==> src/rtl/ifu_fetch_if.sv <==
// ifu_fetch_if: bundles the instruction-memory request/response port, the
// decode-side valid/ready port and the execute redirect into one interface.
//   master : the fetch unit (drives imem request, instruction to decode)
//   slave  : the environment (memory, decode, execute)
interface ifu_fetch_if;
    logic        imem_req_valid;
    logic        imem_req_ready;
    logic [31:0] imem_addr;
    logic        imem_resp_valid;
    logic [31:0] imem_rdata;
    logic        inst_valid;
    logic        inst_ready;
    logic [31:0] inst;
    logic [31:0] inst_pc;
    logic        inst_misalign;
    logic        redirect_valid;
    logic [31:0] redirect_pc;

    modport master (
        output imem_req_valid, imem_addr, inst_valid, inst, inst_pc, inst_misalign,
        input  imem_req_ready, imem_resp_valid, imem_rdata, inst_ready,
               redirect_valid, redirect_pc
    );

    modport slave (
        input  imem_req_valid, imem_addr, inst_valid, inst, inst_pc, inst_misalign,
        output imem_req_ready, imem_resp_valid, imem_rdata, inst_ready,
               redirect_valid, redirect_pc
    );
endinterface

==> src/rtl/ifu_fetch.sv <==
// ifu_fetch: instruction fetch unit. Holds the PC, issues one word fetch at a
// time to instruction memory and hands each fetched word plus its PC to decode.
// A redirect from execute discards any stale fetch and restarts at the target.
//
// Ports:
//   clk  - clock, rising edge
//   rst  - synchronous active-high reset
//   bus  - ifu_fetch_if.master: imem request/response, decode valid/ready,
//          redirect from execute
//
// Optional feature macro IFU_ALIGN_CHECK_EN: when defined, a redirect to a
// non-word-aligned target produces an instruction-address-misaligned slot
// instead of a memory request. When undefined, targets are forced to word
// alignment and inst_misalign is always 0.
module ifu_fetch #(
    parameter logic [31:0] RESET_PC = 32'h8000_0000
) (
    input logic         clk,
    input logic         rst,
    ifu_fetch_if.master bus
);
    // PARK is only reachable with the alignment check: after a misaligned slot
    // is consumed, fetch idles until the next redirect.
    typedef enum logic [1:0] {REQ, WAIT, HOLD, PARK} state_t;

    state_t      state, state_n;
    logic [31:0] pc, pc_n;
    logic        drop, drop_n;
    logic [31:0] inst_q, inst_n;
    logic [31:0] ipc_q, ipc_n;
    logic        mis_q, mis_n;

    logic [31:0] target;
    logic        go;
    logic [31:0] go_addr;
    logic        go_bad;

`ifdef IFU_ALIGN_CHECK_EN
    assign target = bus.redirect_pc;
`else
    assign target = bus.redirect_pc & ~32'h0000_0003;
`endif

    always_ff @(posedge clk) begin
        if (rst) begin
            state  <= REQ;
            pc     <= RESET_PC;
            drop   <= 1'b0;
            inst_q <= '0;
            ipc_q  <= '0;
            mis_q  <= 1'b0;
        end else begin
            state  <= state_n;
            pc     <= pc_n;
            drop   <= drop_n;
            inst_q <= inst_n;
            ipc_q  <= ipc_n;
            mis_q  <= mis_n;
        end
    end

    // "go" means: restart fetching at go_addr (either a new redirect target or
    // the target latched while a dropped response was still outstanding).
    always_comb begin
        state_n = state;
        pc_n    = pc;
        drop_n  = drop;
        inst_n  = inst_q;
        ipc_n   = ipc_q;
        mis_n   = mis_q;
        go      = 1'b0;
        go_addr = pc;
        go_bad  = 1'b0;

        case (state)
            REQ: begin
                if (bus.redirect_valid) begin
                    if (bus.imem_req_ready) begin
                        // The old-PC request was accepted this cycle; its
                        // response must be swallowed before restarting.
                        state_n = WAIT;
                        drop_n  = 1'b1;
                        pc_n    = target;
                    end else begin
                        go      = 1'b1;
                        go_addr = target;
                    end
                end else if (bus.imem_req_ready) begin
                    state_n = WAIT;
                end
            end
            WAIT: begin
                if (bus.imem_resp_valid) begin
                    if (bus.redirect_valid) begin
                        go      = 1'b1;
                        go_addr = target;
                        drop_n  = 1'b0;
                    end else if (drop) begin
                        go      = 1'b1;
                        go_addr = pc;
                        drop_n  = 1'b0;
                    end else begin
                        inst_n  = bus.imem_rdata;
                        ipc_n   = pc;
                        mis_n   = 1'b0;
                        state_n = HOLD;
                    end
                end else if (bus.redirect_valid) begin
                    // Last target wins; still only one response to drop.
                    drop_n = 1'b1;
                    pc_n   = target;
                end
            end
            HOLD: begin
                if (bus.redirect_valid) begin
                    go      = 1'b1;
                    go_addr = target;
                end else if (bus.inst_ready) begin
                    if (mis_q) begin
                        state_n = PARK;
                    end else begin
                        pc_n    = pc + 32'd4;
                        state_n = REQ;
                    end
                end
            end
            PARK: begin
                if (bus.redirect_valid) begin
                    go      = 1'b1;
                    go_addr = target;
                end
            end
            default: state_n = REQ;
        endcase

`ifdef IFU_ALIGN_CHECK_EN
        go_bad = |go_addr[1:0];
`endif

        if (go) begin
            pc_n = go_addr;
            if (go_bad) begin
                state_n = HOLD;
                inst_n  = '0;
                ipc_n   = go_addr;
                mis_n   = 1'b1;
            end else begin
                state_n = REQ;
            end
        end
    end

    assign bus.imem_req_valid = (state == REQ) && !rst;
    assign bus.imem_addr      = pc;
    assign bus.inst_valid     = (state == HOLD);
    assign bus.inst           = inst_q;
    assign bus.inst_pc        = ipc_q;
`ifdef IFU_ALIGN_CHECK_EN
    assign bus.inst_misalign  = mis_q;
`else
    assign bus.inst_misalign  = 1'b0;
`endif
endmodule
==> src/flat_wrapper.sv <==
// flat-port wrapper written by rule: the top's interface ports become plain ports
module ifu_fetch_flat 
#(
    parameter logic [31:0] RESET_PC = 32'h8000_0000
)
  (clk, rst, bus_imem_req_valid, bus_imem_addr, bus_inst_valid, bus_inst, bus_inst_pc, bus_inst_misalign, bus_imem_req_ready, bus_imem_resp_valid, bus_imem_rdata, bus_inst_ready, bus_redirect_valid, bus_redirect_pc);
  ifu_fetch_if bus_i ();
  input logic clk;
  input logic rst;
  output wire logic [$bits(bus_i.imem_req_valid)-1:0] bus_imem_req_valid;
  output wire logic [$bits(bus_i.imem_addr)-1:0] bus_imem_addr;
  output wire logic [$bits(bus_i.inst_valid)-1:0] bus_inst_valid;
  output wire logic [$bits(bus_i.inst)-1:0] bus_inst;
  output wire logic [$bits(bus_i.inst_pc)-1:0] bus_inst_pc;
  output wire logic [$bits(bus_i.inst_misalign)-1:0] bus_inst_misalign;
  input wire logic [$bits(bus_i.imem_req_ready)-1:0] bus_imem_req_ready;
  input wire logic [$bits(bus_i.imem_resp_valid)-1:0] bus_imem_resp_valid;
  input wire logic [$bits(bus_i.imem_rdata)-1:0] bus_imem_rdata;
  input wire logic [$bits(bus_i.inst_ready)-1:0] bus_inst_ready;
  input wire logic [$bits(bus_i.redirect_valid)-1:0] bus_redirect_valid;
  input wire logic [$bits(bus_i.redirect_pc)-1:0] bus_redirect_pc;
  assign bus_imem_req_valid = bus_i.imem_req_valid;
  assign bus_imem_addr = bus_i.imem_addr;
  assign bus_inst_valid = bus_i.inst_valid;
  assign bus_inst = bus_i.inst;
  assign bus_inst_pc = bus_i.inst_pc;
  assign bus_inst_misalign = bus_i.inst_misalign;
  assign bus_i.imem_req_ready = bus_imem_req_ready;
  assign bus_i.imem_resp_valid = bus_imem_resp_valid;
  assign bus_i.imem_rdata = bus_imem_rdata;
  assign bus_i.inst_ready = bus_inst_ready;
  assign bus_i.redirect_valid = bus_redirect_valid;
  assign bus_i.redirect_pc = bus_redirect_pc;
  ifu_fetch #(.RESET_PC(RESET_PC)) u_core (.clk(clk), .rst(rst), .bus(bus_i));
endmodule
==> config.mk <==
export PLATFORM = sky130hd
export DESIGN_NAME = ifu_fetch_flat
export DESIGN_NICKNAME = d
export VERILOG_FILES = /design/src/rtl/ifu_fetch_if.sv /design/src/rtl/ifu_fetch.sv /design/src/flat_wrapper.sv
export SDC_FILE = /design/constraint.sdc
export NUM_CORES = 1
export LEC_CHECK = 0
export BUFFER_PORTS_ARGS = -buffer_cell sky130_fd_sc_hd__clkbuf_2
export CAP_MARGIN = 40
export CORE_MARGIN = 4
export CORE_UTILIZATION = 47
export DETAILED_ROUTE_END_ITERATION = 16
export GPL_TIMING_DRIVEN = 0
export PLACE_DENSITY = 0.75
export REMOVE_ABC_BUFFERS = 1
export SLEW_MARGIN = 20
export SYNTH_ARGS = -nofsm -noshare
export SYNTH_HDL_FRONTEND = slang
export SYNTH_SLANG_ARGS = --single-unit
==> constraint.sdc <==
create_clock -name clk -period 2.43 [get_ports clk]
set_input_delay 0.3645 -clock clk [delete_from_list [all_inputs] [get_ports clk]]
set_output_delay 0.3645 -clock clk [all_outputs]
set_load 0.02 [all_outputs]
[After elaboration in Yosys (flattened, before gate mapping)]
Cells that the tools add are included.
Cells by class
  bitwise operators: 2
  multipliers: 0
  div/mod/pow operators: 0
  equality and inequality tests: 17
  shifts and indexed selects: 0
  add/subtract/negate cells: 1
  $lt $le $gt $ge: 0
  multiplexer cells: 31
  reductions and logical operators: 12
Operators by type and width (number)
  two-way mux 32 bit: 10
  case mux 32 bit (3 select lines): 2
  adder 32 x 3 -> 32 bit, second input constant: 1
  two-way mux 2 bit: 6
  != test 2 bit, second input constant: 6
  two-way mux 1 bit: 10
  != test 3 x 2 -> 1 bit, second input constant: 3
  != test 3 bit, second input constant: 3
  AND reduction 4 bit: 2
  AND reduction 8 bit: 1
  AND reduction 7 bit: 1
  case mux 2 bit (3 select lines): 1
  equality test 2 bit, second input constant: 2
  nonzero test 4 bit: 1
  OR reduction 2 bit: 2
  != test 3 x 1 -> 1 bit, second input constant: 1
  case mux 1 bit (3 select lines): 1
  nonzero test 3 bit: 1
  equality test 2 x 1 -> 1 bit, second input constant: 1
  logical NOT 2 bit: 1
  != test 2 x 1 -> 1 bit, second input constant: 1
  NOT 1 bit: 2
  case mux 1 bit (2 select lines): 1
  nonzero test 2 bit: 1
  other kinds (2): 2
Storage, ports and cells
  memories kept: 0
  flip-flop bits (word level): 99
  word-level logic and storage cells: 68
  output and inout port bits: 99
  ROM bits: 0
  memory bits (writable): 0
  bits of input ports: 70
  bits in latches: 0

[Depth between registers and ports, before layout]
  depth in word-level cells: 6
  depth in mapped cells: 11
  mapped depth without buffers: 8

[Worst setup path after synthesis]
Ideal clock, no wire load.
  path kind: reg-to-reg
  start point: register u_core.state[0]
  end point: register u_core.pc[4] (netlist: u_core.bus.imem_addr[4])
  library setup time: 0.128 ns
  path slack: -0.175 ns
  cell stages (with the launch flop): 11
  data arrival time: 2.477 ns
  data required time: 2.302 ns
  cells stage by stage: dfxtp_1 > inv_1 > ha_1 > clkbuf_1 > nor3_1 > a2111oi_0 > o211ai_1 > clkbuf_1 > buf_1 > a21oi_1 > nor2_1
Between the ends
  longest elaborated chain between the ends: 5
  elaborated cells on any way between the ends: 18
  classes of those cells: eq/ne (10); mux (4); reduce/logical (4)
Ends and longest elaborated chain
  start, declared: RTL line ifu_fetch.sv:26  | state_t state, state_n;
  start signal, assigned: RTL line ifu_fetch.sv:53  | state <= state_n;
  equality test 2 bit *
  net bus_inst_valid: RTL line flat_wrapper.sv:12  | output wire logic [$bits(bus_i.inst_valid)-1:0] bus_inst_valid;
  OR reduction 2 bit (no source line)
  case mux 1 bit (3 select lines): RTL line ifu_fetch.sv:75  | case (state)
  != test 3 x 2 -> 1 bit (no source line) (tied with other cells)
  AND reduction 8 bit (no source line)
  end signal, assigned: RTL line ifu_fetch.sv:54  | pc <= pc_n;
  end, declared: RTL line ifu_fetch.sv:27  | logic [31:0] pc, pc_n;
Mark *: on every way through the listed nets, which the timed path passes. The rest lies on a longest branch.
A chain may end at the register's enable or synchronous reset.

[Worst setup path in the final report]
  start point: register u_core.state[1]
  end point: register u_core.pc[15] (netlist: u_core.bus.imem_addr[15])
Between the ends
  longest elaborated chain between the ends: 5
  elaborated cells on any way between the ends: 18
  classes of those cells: eq/ne (10); mux (4); reduce/logical (4)
Ends and longest elaborated chain (RTL line)
  equality test 2 bit: ifu_fetch.sv:75
  OR reduction 2 bit (no source line)
  case mux 1 bit (3 select lines): ifu_fetch.sv:75
  != test 3 x 2 -> 1 bit (no source line) (tied with other cells)
  AND reduction 8 bit (no source line)
Several ways; a longest one is shown, not always the timed one.

==> flow_summary.ini <==
[status]
status = finished clean

[logic_synthesis]
async_flop_share_pct = 0
avgSynthCellArea_sq_um = 7.32
synth_cell_type_count = 62
synth_warnings = 0
synthCells = 764
synth_top_area_cell = dfxtp_1
synth-edff-count = 0
netlist_area_sq_mm = 0.00559
synthFlopType = dfxtp_1
yosysSeqAreaShare_pct = 35.4
ys_top_cells_by_area = dfxtp_1 35%, nand2_1 14%, a21oi_1 7.7%
synth_common_cells = 209 x nand2_1, 99 x dfxtp_1, 86 x a21oi_1
yosysTopAreaCellShare_pct = 35.4
ys_seq_elements = 99
synth.most_common_cell = nand2_1

[clocking]
cts.clk_slew.worst_paths_ns = 0.07
cts_buffers = 9
htree_num_levels = 3
cts_tree = done
cts.path.max_buffers = 2
cts_root_buf = clkbuf_16
clk_latency_ns = 0.35
clock-sinks = 99

[floorplanning]
dieHeight_um = 117
die_w_um = 117
die_area_sq_mm = 0.0137
start_util_pct = 48.6
ios = 169
num_rows = 39
core_area_sq_mm = 0.0115

[power_and_ir_drop]
power_density_mw_per_mm2 = 1070
vdd_drop_max_uv = 632
leakagePower_nw = 2.88

[drt]
first_iter_violations = 634
wl_per_cell_um = 17.3
drc_errors = 0
final_antenna_net_count = 0
drtPass1Iterations = 5
drt-total-wl_um = 18000
vias = 6303
vias_per_cell = 6.05

[placement]
place_inst = 1006
portBuffers = 165
pre_cts_slack_ns = -0.916
dp_hpwl_um = 11100
gp_congestion = 0.834

[sta]
fin_crit_sh_pct = 98.9
fin_hold_ws_ns = 0.228
finalWorstSetupSlack_ns = 0.0264
finalCriticalPeriod_ns = 2.40
worst_clock_skew_ns = 0.0121
fmax_mhz = 416
max_slew_margin_pct = 51.6
final-setup-viol-count = 0
worstMarginPinSlew_ns = 0.726
drv_slew = 0
setup-tns-final_ns = 0
hold_violations = 0

[critical_path]
timing.rr.start = u_core.state[1]$_SDFFE_PP0P_
worst_setup_path_end_kind = flip-flop
r2r_cells = 9
start_kind = flip-flop
path_class = flip-flop to flip-flop
arrival_ns = 2.65
path_max_fanout = 7
endpoint = u_core.bus.imem_addr[15]$_SDFFE_PP0P_
worstPathRequired_ns = 2.68
rr_endpoint = u_core.bus.imem_addr[15]$_SDFFE_PP0P_
r2r_slack_ns = 0.03
crit_start = u_core.state[1]$_SDFFE_PP0P_

[cells_and_area]
syn_to_final_growth_pct = 28.3
fillers = 1085
layout.nets = 970
seqCellArea_sq_mm = 0.00200
finalNonFillerCells = 1041
multiInputGateArea_sq_mm = 0.00345
diodes = 0
drive_gt1_share_pct = 28.5

[run]
max-cap-violations = 0

[global_routing]
grt_pass1_wl_um = 27700
grt_pass1_vias = 5368
antenna_found_initial = 0
overflow = 0
grt_use_total_pct = 25.1
grt_max_degree = 65

[worst_hold_path]
min_path_cells = 3
hp-class = primary input to flip-flop
[worst min-delay path by stage]
stage                                        start                               endpoint  slack [ns]
2_1_floorplan                                  rst  u_core.bus.imem_addr[10]$_SDFFE_PP0P_        0.43
3_3_place_gp   u_core.bus.inst_pc[22]$_SDFFE_PP0P_    u_core.bus.inst_pc[22]$_SDFFE_PP0P_        0.44
3_5_place_dp      u_core.bus.inst[14]$_SDFFE_PP0P_       u_core.bus.inst[14]$_SDFFE_PP0P_        0.45
4_1_cts                          bus_imem_rdata[3]        u_core.bus.inst[3]$_SDFFE_PP0P_        0.22
5_1_grt                         bus_imem_rdata[23]       u_core.bus.inst[23]$_SDFFE_PP0P_        0.23
6_report                        bus_imem_rdata[22]       u_core.bus.inst[22]$_SDFFE_PP0P_        0.23
[report_power, final]
part	total, mW	internal, mW	switching [mW]
Combinational	3.63	1.46	2.17
Sequential	2.48	1.93	0.545
Clock	1.57	0.932	0.634
[critical path, stage by stage, from the launching register on]
cell and delay [ns]:
dfxtp_4 0.38, ha_1 0.26, o21a_4 0.25, o32a_4 0.34, buf_12 0.13, o211ai_1 0.28
buf_4 0.23, buf_6 0.13, a311oi_1 0.05, a32o_1 0.25
[routing by layer]
metal  wire, um  part of all wire [%]  GRT usage [%]  up-vias
met1       7550                    42           33.5     2955
met4        333                   1.9           5.81        0
li1           -                     -              -     2979
met3       1750                   9.7           6.89       42
met2       8370                    46           40.5      327
met5          0                     0              0        -
[placed cells by master, fill, tap and decap left out, types with 7 or more instances in the layout]
cell type and count:
clkbuf_16 10, buf_4 18, nor3_1 7, nand3_1 24, xor2_1 10, o21ai_0 33, a21oi_1 84, a221oi_1 18
nand4_1 9, a22o_1 22, dfxtp_1 87, dfxtp_2 9, a311oi_1 7, xnor2_1 8, nand2_1 207, inv_1 8
and3_1 10, and2_1 7, nor2_1 15, clkbuf_2 164
[area by class of cell]
type | count | share of cell area [%]
Clock inverter | 4 | 1.03
Inverter | 11 | 0.662
Timing Repair Buffer | 196 | 16.4
Sequential cell | 99 | 27.9
Tap cell | 143 | 2.49
Multi-Input combinational cell | 576 | 48.0
Clock buffer | 12 | 3.43
[state kept, by name (all words and copies together), names as in the netlist]
name and cells:
u_core.bus.imem_addr 32, u_core.bus.inst 32, u_core.bus.inst_pc 32, u_core.drop 1, u_core.state 2
[logic make-up after synthesis]
logic type / after synthesis / share of synthesized area, %
buffers and inverters: 90 / 6.51
AND/OR/NAND/NOR: 311 / 24.6
flip-flops: 99 / 35.4
other: 1 / 0.0670
adder cells (fa/ha/maj): 7 / 1.57
AO/OA/AOI/OAI: 235 / 28.5
multiplexers: 3 / 0.559
XOR/XNOR: 18 / 2.82
[through the flow]
| step | utilization (%) | total power, mW | cell area [sq um] |
|---|---|---|---|
| 2_1_floorplan | - | 4.33 | 5270 |
| 3_3_place_gp | 54.5 | 5.35 | 6270 |
| 3_5_place_dp | 56.4 | 5.54 | 6490 |
| 4_1_cts | 61.0 | 7.39 | 7030 |
| 5_1_grt | 62.3 | 8.11 | 7180 |
| 6_report | 62.3 | 7.67 | 7180 |
[what timing repair did]
item | CTS | global route
pin swaps | 5 | 8
setup endpoints to repair | 96 | 30
cloned | 1 | 1
buffers inserted | 12 | 5
hold buffers | 0 | 0
resized for setup | 37 | 19
Note: power is estimated with default switching activity, not from simulation.
